===== src/rtl/mem_pkg.sv =====
// ---------------------------------------------------------------------------
// mem_pkg
// Shared types for the memory access unit:
//   mem_size_e  - access size encoding as carried on ExMe_out_mem_size
//   mem_state_e - bus transaction FSM states
//   size_bytes  - number of bytes touched by an access of a given size
// ---------------------------------------------------------------------------
package mem_pkg;

  typedef enum logic [1:0] {
    BYTE  = 2'b00,
    HALF  = 2'b01,
    WORD  = 2'b10,
    DWORD = 2'b11
  } mem_size_e;

  typedef enum logic [1:0] {
    IDLE = 2'd0,
    REQ  = 2'd1,
    DONE = 2'd2
  } mem_state_e;

  function automatic logic [3:0] size_bytes(input mem_size_e size);
    case (size)
      BYTE:    return 4'd1;
      HALF:    return 4'd2;
      WORD:    return 4'd4;
      default: return 4'd8;
    endcase
  endfunction

endpackage


===== src/rtl/mem_lane_align.sv =====
// ---------------------------------------------------------------------------
// mem_lane_align
// Purely combinational lane steering between the pipeline and the data bus.
// Store side: replicates the right-justified store datum across every lane
// of its size and produces the byte enables for the addressed lane.
// Load side: extracts the addressed lane from the bus read data and sign- or
// zero-extends it to DATA_W.
// Ports:
//   i_size      access size (already legalised for the bus width)
//   i_idx       lane index, already truncated to size alignment
//   i_signed    1 = sign-extend loads
//   i_storeData right-justified store data
//   i_loadRaw   raw bus read data
//   o_storeData lane-replicated store data
//   o_be        byte enables
//   o_loadData  extended load result
// ---------------------------------------------------------------------------
module mem_lane_align
  import mem_pkg::*;
#(
  parameter int DATA_W = 32
) (
  input  mem_size_e                        i_size,
  input  logic [$clog2(DATA_W/8)-1:0]      i_idx,
  input  logic                             i_signed,
  input  logic [DATA_W-1:0]                i_storeData,
  input  logic [DATA_W-1:0]                i_loadRaw,
  output logic [DATA_W-1:0]                o_storeData,
  output logic [DATA_W/8-1:0]              o_be,
  output logic [DATA_W-1:0]                o_loadData
);

  localparam int BE_W = DATA_W / 8;

  logic [DATA_W-1:0] w_shifted;
  logic [DATA_W-1:0] w_lowMask;
  logic              w_signBit;

  // Extension is done with a mask rather than a replication so that a
  // word access on a 32-bit bus needs no zero-width replication.
  always_comb begin
    w_shifted   = i_loadRaw >> {i_idx, 3'b000};
    o_be        = '0;
    o_storeData = '0;
    w_lowMask   = '1;
    w_signBit   = 1'b0;
    case (i_size)
      BYTE: begin
        o_be        = BE_W'(1) << i_idx;
        o_storeData = {BE_W{i_storeData[7:0]}};
        w_lowMask   = DATA_W'(8'hFF);
        w_signBit   = w_shifted[7];
      end
      HALF: begin
        o_be        = BE_W'(2'b11) << i_idx;
        o_storeData = {(BE_W/2){i_storeData[15:0]}};
        w_lowMask   = DATA_W'(16'hFFFF);
        w_signBit   = w_shifted[15];
      end
      WORD: begin
        o_be        = BE_W'(4'hF) << i_idx;
        o_storeData = {(DATA_W/32){i_storeData[31:0]}};
        w_lowMask   = DATA_W'(32'hFFFF_FFFF);
        w_signBit   = w_shifted[31];
      end
      default: begin
        o_be        = '1;
        o_storeData = i_storeData;
        w_lowMask   = '1;
        w_signBit   = 1'b0;
      end
    endcase
    o_loadData = (w_shifted & w_lowMask) |
                 ({DATA_W{i_signed & w_signBit}} & ~w_lowMask);
  end

endmodule


===== src/rtl/mem_access_unit.sv =====
// ---------------------------------------------------------------------------
// mem_access_unit
// Pipeline memory stage: takes an access from the EX/MEM latch, runs one
// request/acknowledge transaction on a variable-latency data bus and returns
// sized, extended load data together with a one-cycle done pulse.
// Ports:
//   clk, rst_n              clock, asynchronous active-low reset
//   ExMe_out_*              access request from the EX/MEM latch
//   mem_data, done, fault   completion result back to the pipeline
//   stall                   hold request to the hazard unit
//   bus_*                   data bus master interface
// Build option:
//   MEM_MISALIGN_CHK_EN     when defined, accesses that are not size-aligned
//                           are faulted without touching the bus; otherwise
//                           the low address bits are dropped.
// ---------------------------------------------------------------------------
module mem_access_unit
  import mem_pkg::*;
#(
  parameter int DATA_W      = 32,
  parameter int ADDR_W      = 32,
  parameter int TIMEOUT_CYC = 256
) (
  input  logic                clk,
  input  logic                rst_n,
  input  logic [ADDR_W-1:0]   ExMe_out_alu_out,
  input  logic [DATA_W-1:0]   ExMe_out_reg_2,
  input  logic                ExMe_out_mem_wrt,
  input  logic                ExMe_out_mem_en,
  input  logic [1:0]          ExMe_out_mem_size,
  input  logic                ExMe_out_mem_signed,
  output logic [DATA_W-1:0]   mem_data,
  output logic                done,
  output logic                stall,
  output logic                fault,
  output logic                bus_req,
  output logic                bus_we,
  output logic [ADDR_W-1:0]   bus_addr,
  output logic [DATA_W-1:0]   bus_wdata,
  output logic [DATA_W/8-1:0] bus_be,
  input  logic                bus_ack,
  input  logic [DATA_W-1:0]   bus_rdata,
  input  logic                bus_err
);

  localparam int BE_W  = DATA_W / 8;
  localparam int LB    = $clog2(BE_W);
  localparam int CNT_W = $clog2(TIMEOUT_CYC);

  mem_state_e        r_state;
  mem_state_e        w_nextState;
  logic [CNT_W-1:0]  r_cnt;
  logic              r_busWe;
  logic [ADDR_W-1:0] r_busAddr;
  logic [DATA_W-1:0] r_busWdata;
  logic [BE_W-1:0]   r_busBe;
  mem_size_e         r_size;
  logic [LB-1:0]     r_idx;
  logic              r_signed;
  logic              r_wrt;
  logic [DATA_W-1:0] r_memData;
  logic              r_fault;

  mem_size_e         w_inSize;
  logic [LB-1:0]     w_sizeMask;
  logic [LB-1:0]     w_inIdx;
  logic              w_reject;
  logic              w_timeout;
  mem_size_e         w_alSize;
  logic [LB-1:0]     w_alIdx;
  logic              w_alSigned;
  logic [DATA_W-1:0] w_alWdata;
  logic [BE_W-1:0]   w_alBe;
  logic [DATA_W-1:0] w_alLoad;

  // A dword request on a 32-bit bus is downgraded to a word. The lane index
  // has its sub-size bits cleared so a misaligned access lands on the
  // enclosing aligned lane.
  always_comb begin
    w_inSize = mem_size_e'(ExMe_out_mem_size);
    if (DATA_W == 32 && w_inSize == DWORD) begin
      w_inSize = WORD;
    end
    w_sizeMask = LB'(size_bytes(w_inSize) - 4'd1);
    w_inIdx    = ExMe_out_alu_out[LB-1:0] & ~w_sizeMask;
  end

`ifdef MEM_MISALIGN_CHK_EN
  assign w_reject = (ExMe_out_alu_out[LB-1:0] & w_sizeMask) != '0;
`else
  assign w_reject = 1'b0;
`endif

  assign w_timeout = (r_cnt == CNT_W'(TIMEOUT_CYC - 1));

  // In IDLE the aligner sees the live request so the bus registers can be
  // loaded on the accepting edge; afterwards it sees the latched access so
  // the returning read data is extracted with the right lane and size.
  assign w_alSize   = (r_state == IDLE) ? w_inSize : r_size;
  assign w_alIdx    = (r_state == IDLE) ? w_inIdx : r_idx;
  assign w_alSigned = (r_state == IDLE) ? ExMe_out_mem_signed : r_signed;

  mem_lane_align #(
    .DATA_W (DATA_W)
  ) u_align (
    .i_size      (w_alSize),
    .i_idx       (w_alIdx),
    .i_signed    (w_alSigned),
    .i_storeData (ExMe_out_reg_2),
    .i_loadRaw   (bus_rdata),
    .o_storeData (w_alWdata),
    .o_be        (w_alBe),
    .o_loadData  (w_alLoad)
  );

  // State register.
  always_ff @(posedge clk or negedge rst_n) begin
    if (!rst_n) begin
      r_state <= IDLE;
    end else begin
      r_state <= w_nextState;
    end
  end

  // Next-state logic. DONE always returns to IDLE, which is what gives
  // back-to-back accesses their single idle cycle.
  always_comb begin
    w_nextState = r_state;
    case (r_state)
      IDLE: begin
        if (ExMe_out_mem_en) begin
          w_nextState = w_reject ? DONE : REQ;
        end
      end
      REQ: begin
        if (bus_ack || w_timeout) begin
          w_nextState = DONE;
        end
      end
      DONE:    w_nextState = IDLE;
      default: w_nextState = IDLE;
    endcase
  end

  // Access latches, bus registers, timeout counter and the result registers.
  // An ack takes priority over a timeout landing in the same cycle.
  always_ff @(posedge clk or negedge rst_n) begin
    if (!rst_n) begin
      r_cnt      <= '0;
      r_busWe    <= 1'b0;
      r_busAddr  <= '0;
      r_busWdata <= '0;
      r_busBe    <= '0;
      r_size     <= BYTE;
      r_idx      <= '0;
      r_signed   <= 1'b0;
      r_wrt      <= 1'b0;
      r_memData  <= '0;
      r_fault    <= 1'b0;
    end else begin
      case (r_state)
        IDLE: begin
          if (ExMe_out_mem_en) begin
            r_cnt      <= '0;
            r_size     <= w_inSize;
            r_idx      <= w_inIdx;
            r_signed   <= ExMe_out_mem_signed;
            r_wrt      <= ExMe_out_mem_wrt;
            r_busAddr  <= {ExMe_out_alu_out[ADDR_W-1:LB], {LB{1'b0}}};
            r_busWdata <= w_alWdata;
            r_busBe    <= w_alBe;
            if (w_reject) begin
              r_busWe   <= 1'b0;
              r_fault   <= 1'b1;
              r_memData <= '0;
            end else begin
              r_busWe   <= ExMe_out_mem_wrt;
            end
          end
        end
        REQ: begin
          if (bus_ack) begin
            r_busWe   <= 1'b0;
            r_fault   <= bus_err;
            r_memData <= (r_wrt || bus_err) ? '0 : w_alLoad;
          end else if (w_timeout) begin
            r_busWe   <= 1'b0;
            r_fault   <= 1'b1;
            r_memData <= '0;
          end else begin
            r_cnt <= r_cnt + CNT_W'(1);
          end
        end
        default: begin
        end
      endcase
    end
  end

  // bus_req is decoded from the state register so the asynchronous reset
  // drops it immediately.
  assign bus_req   = (r_state == REQ);
  assign bus_we    = r_busWe;
  assign bus_addr  = r_busAddr;
  assign bus_wdata = r_busWdata;
  assign bus_be    = r_busBe;
  assign done      = (r_state == DONE);
  assign fault     = r_fault;
  assign mem_data  = r_memData;
  assign stall     = ExMe_out_mem_en & ~done;

endmodule


===== config.mk =====
export PLATFORM = sky130hd
export DESIGN_NAME = mem_access_unit
export DESIGN_NICKNAME = d
export VERILOG_FILES = /design/src/rtl/mem_pkg.sv /design/src/rtl/mem_lane_align.sv /design/src/rtl/mem_access_unit.sv
export SDC_FILE = /design/constraint.sdc
export NUM_CORES = 1
export LEC_CHECK = 0
export ABC_CLOCK_PERIOD_IN_PS = 3100
export CAP_MARGIN = 20
export CORE_MARGIN = 4
export CORE_UTILIZATION = 45
export CTS_CLUSTER_SIZE = 14
export DETAILED_ROUTE_END_ITERATION = 12
export PLACE_DENSITY = 0.8
export SETUP_SLACK_MARGIN = 0.1
export SYNTH_ARGS = -nofsm -noshare
export SYNTH_HDL_FRONTEND = slang
export SYNTH_HIERARCHICAL = 1
export SYNTH_SLANG_ARGS = --single-unit

===== constraint.sdc =====
create_clock -name clk -period 3.1 [get_ports clk]
set_clock_uncertainty 0.2 [all_clocks]
set_input_delay 0.465 -clock clk [delete_from_list [all_inputs] [get_ports clk]]
set_output_delay 0.465 -clock clk [all_outputs]
set_load 0.005 [all_outputs]

# Word-level counts from Yosys, hierarchy flattened
# Cells that the tools add are included.
dict set report classes {
  addsub 2
  eq_ne 13
  shifts 4
  mux 25
  bitwise_logic 9
  n_reduce_logical 12
}
# operator count
set op_table {}
lappend op_table {{$pmux W32 S2} 2}
lappend op_table {{$mux W32} 3}
lappend op_table {{$and A32 B32 Y32} 2}
lappend op_table {{$not A32 Y32} 1}
lappend op_table {{$or A32 B32 Y32} 1}
lappend op_table {{$shr A32 B5 Y32} 1}
lappend op_table {{$mux W8} 3}
lappend op_table {{$pmux W8 S2} 1}
lappend op_table {{$pmux W4 S3} 1}
lappend op_table {{$mux W2} 5}
lappend op_table {{$add A8 B1 Y8 const B} 1}
lappend op_table {{$eq A2 B2 Y1 const B} 4}
lappend op_table {{$eq A8 B8 Y1 const B} 1}
lappend op_table {{$eq A2 B1 Y1 const B} 3}
lappend op_table {{$logic_not A2 Y1} 3}
lappend op_table {{$mux W1} 6}
lappend op_table {{$ne A2 B2 Y1 const B} 3}
lappend op_table {{$pmux W2 S3} 1}
lappend op_table {{$reduce_and A2 Y1} 3}
lappend op_table {{$pmux W2 S2} 1}
lappend op_table {{$reduce_and A4 Y1} 1}
lappend op_table {{$reduce_bool A2 Y1} 2}
lappend op_table {{$shl A1 B2 Y4 const A} 1}
lappend op_table {{$shl A2 B2 Y4 const A} 1}
lappend op_table {{12 further kinds} 14}
dict set report totals {
  ff_bits 116
  input_bits 105
  out_inout_bits 105
  wordCells 77
}

# Longest topological paths before layout
dict set report depth {
  ltp_word 15
  mapped_depth 13
  mapped_depth_nobuf 10
}

# Cells and area by module
# The synthesis kept the hierarchy.
# module instances cells_per_inst area_per_inst_um2 seq_area_each_um2
set modules_own_cells {}
lappend modules_own_cells {mem_access_unit 1 457 4583.1 2902.8}
lappend modules_own_cells {mem_lane_align 1 181 1218.7 0.0}

# Least setup slack after synthesis
# No wires, ideal clock.
dict set report synth_timing {
  kind {register to register}
  start {register r_state[1]}
  end {register r_memData[24], in the netlist mem_data[24]}
  setup_time_ns 0.065
  arrival_time_ns 2.523
  required_ns 2.835
  slack_ns 0.311
  stages_incl_launch_ff 11
  path_buffers 2
  period_less_slack_ns 2.789
  path_cell_list {dfrtp_1 or2_2 clkbuf_1 o21ai_0 inv_1 ha_1 buf_1 nor4_2 nand2_1 nand2_1 a22o_1}
}
dict set report synth_between {
  elab_chain_len 9
  elab_cells_between_ends 19
  cone_classes {3 x eq/ne; 1 x shift; 7 x mux; 5 x bitwise; 3 x reduce/logical}
}
# element line_no
set synth_lines {}
lappend synth_lines {{start: declaration} mem_access_unit.sv:50} ;# mem_state_e r_state;
lappend synth_lines {{start signal: assignment} mem_access_unit.sv:121} ;# r_state <= w_nextState;
lappend synth_lines {{$logic_not A2 Y1 *} mem_access_unit.sv:99} ;# assign w_alSize = (r_state == IDLE) ? w_inSize : r_size;
lappend synth_lines {{$mux W2 *} mem_access_unit.sv:99}
lappend synth_lines {{via w_alSize[0]} mem_access_unit.sv:69} ;# mem_size_e w_alSize;
lappend synth_lines {{$eq A2 B2 Y1 (tied with other cells)} mem_lane_align.sv:47} ;# case (i_size)
lappend synth_lines {{$pmux W1 S3 / $pmux W32 S2 (equally long branches)} mem_lane_align.sv:47}
lappend synth_lines {{$and A1 B1 Y1 / $not A32 Y32 (equally long branches)} mem_lane_align.sv:74} ;# ({DATA_W{i_signed & w_signBit}} & ~w_lowMask);
lappend synth_lines {{$and A32 B32 Y32} mem_lane_align.sv:74}
lappend synth_lines {{$or A32 B32 Y32 *} mem_lane_align.sv:73} ;# o_loadData = (w_shifted & w_lowMask) |
lappend synth_lines {{via w_alLoad[24]} mem_access_unit.sv:74} ;# logic [DATA_W-1:0] w_alLoad;
lappend synth_lines {{$mux W32 *} mem_access_unit.sv:185} ;# r_memData <= (r_wrt || bus_err) ? '0 : w_alLoad;
lappend synth_lines {{$mux W32 *} mem_access_unit.sv:182} ;# if (bus_ack) begin
lappend synth_lines {{end signal: assignment} mem_access_unit.sv:185}
lappend synth_lines {{end: declaration} mem_access_unit.sv:61} ;# logic [DATA_W-1:0] r_memData;
# The timed path passes the listed nets; every way through them passes the cells marked *.
# A chain may end at the register's enable or synchronous reset.

# Worst setup path in the final report
dict set report layout_timing {
  start {register r_state[1]}
  end {register r_memData[10], in the netlist mem_data[10]}
}
# Same word-level chain as after synthesis.

==> impl_metrics.csv <==
group,metric,value,unit
synth,synthArstFlopShare,100,%
synth,ys_ff_latch,116,
floorplan,die-width,122,um
sta,relSlewSlack,42.7,%
clock_network,insertion_delay,0.41,ns
power_and_ir_drop,powerDensity,903,nW/um2
global_route,grt_first_pass_wirelength,27800,um
synth,ys_types,53,
flow_run,cap_violations,0,
clock_network,cts_max_level,4,
global_route,grtUsageTotal,23.8,%
synth,synthCells,638,
synth,yosys.area_share.simple,22.6,%
synth,synth_ff_type,"dfrtp_1",
detailed_routing,drt_first_pass_iters,6,
synth,yosysMostFrequentCell,"nand2_1",
cells_and_area,syn2layout_area_growth,48.1,%
cells_and_area,fill_cells,1000,
critical_path,critPathMaxFanout,13,
global_route,grt_overflow,0,
sta,hold_viol_final,0,
sta,rsz0062_at_grt,"false",
critical_path,setup.worst_path.class,"register to register",
power_and_ir_drop,p_clk_share,25.6,%
place,gp_congestion,0.923,
detailed_routing,num_vias,5320,
synth,synth_compound_area_share,15.1,%
synth,synth_area_leaders,"dfrtp_1 50%, nand2_1 16%, a22o_1 6.2%",
floorplan,dieHeight,122,um
floorplan,coreArea,12600,um2
floorplan,dieArea,14800,um2
power_and_ir_drop,p_comb_share,42.7,%
sta,fmax,360,MHz
sta,period_needed,2.78,ns
detailed_routing,drc_errors,0,
synth,synth_xor_area_share,0,%
critical_path,startpoint_type,"register",
synth,synth_edf_count,0,
synth,yosysTopAreaCellShare,50.0,%
synth,synth_top_family_by_area,"simple AND/OR/NAND/NOR gates",
cells_and_area,drive_gt1_share,9.56,%
clock_network,cts_tree,"yes",
critical_path,rr_worst_depth,10,
floorplan,start_util,46.0,%
critical_path,endpoint_kind,"register",
detailed_routing,drt-vias-per-instance,5.22,
cells_and_area,final_nets,946,
sta,final_max_slew_viol_count,0,
power_and_ir_drop,p_int,0.00524,W
synth,synth_fa_ha_area_share,1.51,%
sta,min_period_over_period,89.6,%
clock_network,clock_sinks,116,
global_route,first_global_vias,5379,
clock_network,clkTransAtPathRegs,0.05,ns
global_route,antenna_found_initial,0,
sta,tightest_slew,0.859,ns
synth,ys_top_cells_by_count,"255 x nand2_1, 116 x dfrtp_1, 41 x a22o_1",
power_and_ir_drop,seqPwrFrac,31.8,%
synth,synth_top_area_cell,"dfrtp_1",
place,dp_hpwl,12700,um
critical_path,arrival,2.87,ns
sta,setup_tns,0,ns
power_and_ir_drop,p_leak,4.07,nW
cells_and_area,utilization,68.1,%
power_and_ir_drop,irDropWorstVdd,0.000474,V
synth,yosysWarningCount,6,
synth,synth_mux_area_share,4.98,%
sta,setup_viol,0,
clock_network,numCtsBuffers,17,
floorplan,rows,41,
synth,synth.avg_cell_area,9.09,um2
critical_path,critPathRequiredTime,3.20,ns
synth,yosysSeqAreaShare,50.0,%
synth,synth.cell_area,5800,um2
floorplan,ios,210,
power_and_ir_drop,total_power,0.00776,W
global_route,grt_max_degree,69,
place,io_buffers,207,
detailed_routing,drt-total-wl,17300,um
detailed_routing,wl_per_cell,17.0,um
clock_network,clockRootBuffer,"clkbuf_16",
power_and_ir_drop,swShare,32.5,%
detailed_routing,drtIter0Drc,521,
detailed_routing,ant_nets,0,
hold_path,hold_path.class,"register to register",
hold_path,hold_depth,2,
cells_and_area,antenna_cells,0,
power_and_ir_drop,p_switching,0.00252,W
status,outcome,"complete, no violations",
clock_network,clockBufferDepth,2,
[final cells by class]
cell class / instances / area (um2) / area share, %
sequential: 116 / 2900 / 33.8
multi-input combinational: 465 / 2590 / 30.1
timing repair buffer: 226 / 2250 / 26.2
clock buffer: 22 / 474 / 5.52
tap: 172 / 215 / 2.50
clock inverter: 10 / 129 / 1.50
inverter: 8 / 30.0 / 0.349
[critical path: stages, from the launching register on]
cell	delay, ns
dfrtp_1	0.42
or2_2	0.39
nand2_1	0.09
o21ai_1	0.08
buf_4	0.15
ha_1	0.20
buf_4	0.20
a311oi_2	0.30
a21o_1	0.28
o21ai_0	0.15
a22o_1	0.21
[through the flow]
step           worst slack (ns)  instances  hold slack (ns)  area (um2)
2_1_floorplan             0.311        639          -0.0306        5810
3_3_place_gp             0.0847        986            0.257        7970
3_5_place_dp             0.0278        986            0.261        7970
4_1_cts                   0.232       1019            0.274        8580
5_1_grt                   0.151       1019            0.290        8590
6_report                  0.323       1019            0.272        8590
[power groups by stage]
stage,Sequential (W),Clock (W),Combinational [W]
2_1_floorplan,0.00249,0,0.00149
3_3_place_gp,0.00246,0,0.00319
3_5_place_dp,0.00248,0,0.00329
4_1_cts,0.00247,0.00202,0.00331
5_1_grt,0.00254,0.00208,0.00362
6_report,0.00246,0.00198,0.00331
[path summary, 6_finish.rpt]
check | to | slack (ns) | start
max in group asynchronous | bus_wdata[1]$_DFFE_PN0P_ | 1.43 | rst_n
min in group asynchronous | mem_data[19]$_DFFE_PN0P_ | 0.51 | rst_n
worst min-delay path | bus_wdata[12]$_DFFE_PN0P_ | 0.27 | bus_wdata[12]$_DFFE_PN0P_
worst min register to register | bus_wdata[12]$_DFFE_PN0P_ | 0.27 | bus_wdata[12]$_DFFE_PN0P_
worst max register to register | mem_data[10]$_DFFE_PN0P_ | 0.32 | r_state[1]$_DFFE_PN0P_
worst max-delay path | mem_data[10]$_DFFE_PN0P_ | 0.32 | r_state[1]$_DFFE_PN0P_
[flip-flops by register name (all words and copies together), names as in the netlist]
signal	flops
bus_wdata	32
mem_data	32
r_idx	2
r_cnt	8
bus_be	4
r_wrt	1
r_size	2
bus_addr	30
bus_we	1
r_state	2
r_signed	1
fault	1
[per-layer routing]
metal / up-vias / routed length (um) / share of wire (%) / global-route usage [%]
li1: 2537 / - / - / -
met1: 2529 / 7090 / 41 / 30.9
met2: 215 / 8540 / 49 / 37.9
met3: 39 / 1090 / 6.3 / 5.71
met4: 0 / 583 / 3.4 / 11.2
met5: - / 0 / 0 / 0
[layout by cell type, fill, tap and decap left out, types with 3 or more instances in the layout]
master and count:
nand2_1 255, clkdlybuf4s50_1 206, dfrtp_1 116, a22o_1 41
o21ai_0 18, a21oi_1 17, clkbuf_16 17, buf_4 16
mux2i_1 15, nor2_1 13, nor2b_1 10, a22oi_1 9
mux2_2 9, o41ai_1 8, a211oi_1 7, nand3_1 6
inv_1 6, ha_1 6, clkinv_2 6, a21o_1 5
o21ai_2 4, nand2b_1 4, clkbuf_8 3, bufinv_16 3
buf_12 3
[logic make-up after synthesis]
kind of cell,after synthesis
and+or+nand+nor,312
other,1
AOI/OAI and AO/OA,118
muxes,26
DFF,116
buffers and inverters,58
adders and majority gates,7
[timing repair]
| item | 4_1_cts | 5_1_grt |
|---|---|---|
| endpoints found under the hold margin | 24 | 0 |
| endpoints found under the setup margin | 0 | 25 |
| resized for setup | 0 | 3 |
| setup buffers | 0 | 0 |
| hold buffers | 1 | 0 |
Power figures use the tool's default switching activity.
==> RTL edit 1 (same settings) <==
Put one more register stage on the output `fault`, cleared by the reset. The value now appears one clock later. The other outputs are not delayed to match.
--- a/src/rtl/mem_access_unit.sv
+++ b/src/rtl/mem_access_unit.sv
@@ -206,5 +206,11 @@
   assign bus_be    = r_busBe;
   assign done      = (r_state == DONE);
-  assign fault     = r_fault;
+  always_ff @(posedge clk or negedge rst_n) begin
+    if (!rst_n) begin
+      fault <= '0;
+    end else begin
+      fault <= r_fault;
+    end
+  end
   assign mem_data  = r_memData;
   assign stall     = ExMe_out_mem_en & ~done;
Formal check against the unedited RTL: not equivalent (Yosys sat finds a counterexample within 4 cycles, from zero or initial values and one cycle with rst_n low).
==> RTL edit 1 against the unedited design <==
- die area rose by 0.22%
- total power rose by 2.1%
- cell area rose by 1.3%
- wire length rose by 0.63%
- setup slack got worse by 0.12 ns
- synthesized area rose by 0.24%
- sequential cell count rose by 1
==> RTL edit 1: results (changes against the unedited design) <==
[layout]
drive_above_1_share_pct = 9.597  ; +0.034 points
antenna_cells = 0  ; unchanged
layout.nets = 943  ; -0.32%
n_fill_cell = 990  ; -1.0%

[logic_synthesis]
yosysWarningCount = 6  ; unchanged
synth.yosys.seq_area_share_pct = 50.34  ; +0.31 points
synth_ff_type = dfrtp_1
async_reset_ff_share_pct = 100.0  ; unchanged
ys_types = 53  ; unchanged
synthTopCellsByArea = dfrtp_1 50%, nand2_1 16%, a22o_1 6.0%
synthTopCellsByCount = 251 x nand2_1, 117 x dfrtp_1, 40 x a22o_1

[global_route]
overflow = 0  ; unchanged
grt_max_degree = 71  ; +2.9%
antenna_found_initial = 0  ; unchanged
grt_pass1_wl_mm = 27.74  ; -0.15%
grtUsageTotal_pct = 23.71  ; -0.12 points
grt_pass1_vias = 5425  ; +0.86%

[routing]
drt_pre_antenna_iters = 5  ; -1
met1Wirelength_mm = 7.037  ; -0.71%
viasPerCell = 5.365  ; +2.8%
route.top_layer_used = met4
wl_mm = 17.42  ; +0.63%
wl_met3_mm = 1.479  ; +35%
route.met2.wl_mm = 8.593  ; +0.59%
drtIter0Drc = 492  ; -5.6%

[worst_setup_path]
worst_ep_arrival_time_ns = 2.99  ; +0.12 ns
slowest_delay_ns = 0.42  ; about the same
slowest_stage = or2_1
worstPathMaxFanout = 9  ; -4
crit_family = compound AO/OA/AOI/OAI gates

[clock_tree]
clk-insertion-delay-late_ns = 0.41  ; about the same
clkTransAtPathRegs_ns = 0.05  ; about the same
numCtsBuffers = 17  ; unchanged
cts_max_level = 4  ; unchanged
cts_buffer_depth = 2  ; unchanged
cts_setup_buffers = 0  ; unchanged
cts-root-buf = clkbuf_16

[place]
io_buffers = 207  ; unchanged
globalplace.congestion = 0.8444  ; -8.5%
place_hpwl_mm = 12.91  ; +1.7%
post-place-ws_ns = 0.06034  ; +0.03257 ns

[power]
leakagePower_nw = 4.063  ; about the same
ir_drop_uv = 388.7  ; -18%

[outcome]
status = finished clean

[timing]
relSlewSlack_pct = 57.22  ; +15 points

[min_path]
worstHoldPathType = reg -> reg

## RTL edit 1: cell types whose count changed after synthesis, sizes merged, moves of 4 or more
cell	delta
nand2	-4
a31oi	+5
buf	-4
clkbuf	+5
## RTL edit 1: timing repair
| action | 4_1_cts | 5_1_grt |
|---|---|---|
| gates resized for setup | 0 | 2 |
| setup endpoints to repair | 0 | 14 |
| hold endpoints to repair | 47 | 0 |
| hold buffers | 1 | 0 |
## RTL edit 1: worst register-to-register path: stages (launching register included)
cell and delay, ns:
dfrtp_1 0.40, or2_1 0.42, mux2_2 0.35, inv_1 0.09, ha_1 0.23, and4b_1 0.21
a311oi_2 0.26, a21o_1 0.28, o21ai_0 0.12, a22o_1 0.21
## RTL edit 1: report_power, final
| group | switching [mW] | internal [mW] |
|---|---|---|
| sequential | 0.388 | 2.13 |
| combinational | 1.48 | 1.84 |
| clock | 0.656 | 1.42 |
## RTL edit 1: cell type report
| cell class | count | area share [%] |
|---|---|---|
| Sequential cell | 117 | 33.64 |
| Tap cell | 172 | 2.473 |
| Inverter | 8 | 0.3450 |
| Timing Repair Buffer | 226 | 26.45 |
| Multi-Input combinational cell | 461 | 29.79 |
| Clock inverter | 9 | 1.696 |
| Clock buffer | 23 | 5.607 |
## RTL edit 1: cells by family (layout without fill, tap and decap cells)
logic type,count (synthesis),after routing,share of synthesized area [%]
AO/OA/AOI/OAI,122,122,15.38
adder cells (fa/ha/maj),7,7,1.506
buffers and inverters,59,266,5.443
flip-flops,117,117,50.34
multiplexers,28,28,5.293
other,1,2,0.06448
AND/OR/NAND/NOR,302,302,21.97
## RTL edit 1: layer usage
metal	up-vias	GRT usage [%]
met5	-	0
met4	0	7.493
met3	29	6.035
met2	263	40.14
met1	2623	29.92
li1	2536	-
## RTL edit 1: worst paths after layout
check / from / end / slack (ns) / cells past startpoint
worst max register to register: r_state[1]$_DFFE_PN0P_ / mem_data[8]$_DFFE_PN0P_ / 0.20 / 9
worst min register to register: r_fault$_DFFE_PN0P_ / fault$_DFF_PN0_ / 0.18 / 0
max in group asynchronous: rst_n / r_fault$_DFFE_PN0P_ / 1.54 / 3
worst min-delay path: r_fault$_DFFE_PN0P_ / fault$_DFF_PN0_ / 0.18 / 0
min in group asynchronous: rst_n / bus_addr[17]$_DFFE_PN0P_ / 0.42 / 2
worst max-delay path: r_state[1]$_DFFE_PN0P_ / mem_data[8]$_DFFE_PN0P_ / 0.20 / 9
## RTL edit 1: stage by stage
stage / total power, mW / instances / instance area [sq um]
2_1_floorplan: 3.992 / 637 / 5819
3_3_place_gp: 5.724 / 983 / 8055
3_5_place_dp: 5.844 / 983 / 8055
4_1_cts: 7.974 / 1016 / 8701
5_1_grt: 8.390 / 1016 / 8703
6_report: 7.919 / 1016 / 8703
==> RTL edit 2 (same settings) <==
Made on the original files. Build with the macro `MEM_MISALIGN_CHK_EN` defined.
--- a/src/rtl/mem_access_unit.sv
+++ b/src/rtl/mem_access_unit.sv
@@ -15,4 +15,6 @@
 //                           the low address bits are dropped.
 // ---------------------------------------------------------------------------
+`define MEM_MISALIGN_CHK_EN
+
 module mem_access_unit
   import mem_pkg::*;
Formal check against the unedited RTL: not equivalent (Yosys sat finds a counterexample within 4 cycles, from zero or initial values and one cycle with rst_n low).
==> RTL edit 2 against the unedited design <==
- cell count up 0.29%
- total power shrank 12%
- sequential cell count unchanged
- cell area is 0.36% higher
- die area grew 0.21%
- largest power group unchanged
- synthesized cell count increased by 1.3%
- critical endpoint unchanged
- setup slack lost 0.086 ns
- highest routed layer unchanged
- synthesized area is 0.22% higher
- wire length increased by 3.7%
- sequential share of layout area is 0.12 points lower
- count of clock-buffer cells in the layout increased by 4
- fmax is 3.0% lower
- first-iteration DRC count shrank 4.2%
==> RTL edit 2: results (changes against the unedited design) <==
[outcome]
status = finished clean

[global_route]
antenna_found_initial = 0  ; unchanged
grtUsageTotal_pct = 24.14  ; +0.30 points
grt.met1_usage_pct = 30.88  ; about the same
grt_max_degree = 66  ; -4.3%
grt_pass1_vias = 5586  ; +3.8%
grtUsageMet3_pct = 5.942  ; +0.23 points
grt_pass1_wl_mm = 28.39  ; +2.2%
met2_usage_pct = 40.41  ; +2.5 points

[worst_setup_path]
crit_family = compound AO/OA/AOI/OAI gates
slowest_delay_ns = 0.46  ; +0.04 ns
worst_ep_arrival_time_ns = 2.95  ; +0.08 ns
r2r_setup_slack_ns = 0.24  ; -0.09 ns
worstPathMaxFanout = 8  ; -5

[min_path]
hp-start = bus_be[2]$_DFFE_PN0P_
hold_depth = 2  ; unchanged
min_to = bus_be[2]$_DFFE_PN0P_

[power]
ir_drop_uv = 424.8  ; -10%
powerComb_mw = 2.66  ; -20%
seqPwrFrac_pct = 32.4  ; +0.6 points
power_switching_mw = 2.158  ; -14%
leakagePower_nw = 4.009  ; -1.4%
power.total_mw = 6.859  ; -12%

[logic_synthesis]
synth_compound_area_share_pct = 15.56  ; +0.44 points
synth-edff-count = 0  ; unchanged
synth.most_common_cell = nand2_1
synthTopCellsByArea = dfrtp_1 50%, nand2_1 17%, a22o_1 6.0%
yosys.area_share.adder_pct = 1.506  ; -0.0032 points
synth.yosys.seq_area_share_pct = 49.92  ; -0.11 points
ys_types = 48  ; -9.4%
synthTopCellsByCount = 262 x nand2_1, 116 x dfrtp_1, 40 x a22o_1
synth_mux_area_share_pct = 4.713  ; -0.27 points

[place]
globalplace.congestion = 0.9368  ; +1.5%
place_hpwl_mm = 12.95  ; +1.9%

[routing]
met1Wirelength_mm = 7.374  ; +4.0%
drt_pre_antenna_iters = 7  ; +1
drtIter0Drc = 499  ; -4.2%
viasPerCell = 5.332  ; +2.1%
wl_mm = 17.95  ; +3.7%
route.met2.wl_mm = 8.943  ; +4.7%
wl_met3_mm = 1.254  ; +15%

[layout]
nNonClkBuffers = 224  ; -0.88%
multi_input_area_sq_um = 2616  ; +1.0%
drive_above_1_share_pct = 8.118  ; -1.4 points
final-nonclk-buf-share_pct = 26.27  ; +0.064 points
clock_buffers = 26  ; +18%
n_fill_cell = 1007  ; +0.70%
clk_share_pct = 6.891  ; -0.13 points
sh_seq_area_pct = 33.66  ; -0.12 points
layout.nets = 951  ; +0.53%
multi_input_cells = 472  ; +1.5%

[timing]
relSlewSlack_pct = 49.67  ; +7.0 points

[clock_tree]
cts-root-buf = clkbuf_16

==> RTL edit 2: changes by cell type after synthesis, sizes merged, moves of 4 or more <==
cell / change
clkbuf: +11
nand2: +7
a31oi: +6
a21o: -4
buf: -10
==> RTL edit 2: per-stage QoR <==
step	cell area, sq um	hold WS, ns	worst slack (ns)	std cells	util, %
2_1_floorplan	5818	-0.03059	0.2822	647	-
3_3_place_gp	8005	0.2564	0.02805	991	63.43
3_5_place_dp	8005	0.2614	0.02085	991	63.43
4_1_cts	8610	0.2742	0.2090	1022	68.22
5_1_grt	8625	0.2864	0.09692	1022	68.34
6_report	8625	0.2697	0.2367	1022	68.34
==> RTL edit 2: timing repair <==
item / in CTS / in global routing
hold buffers: 1 / 0
setup endpoints to repair: 0 / 24
setup buffers: 0 / 0
endpoints found under the hold margin: 44 / 0
gates resized for setup: 0 / 4
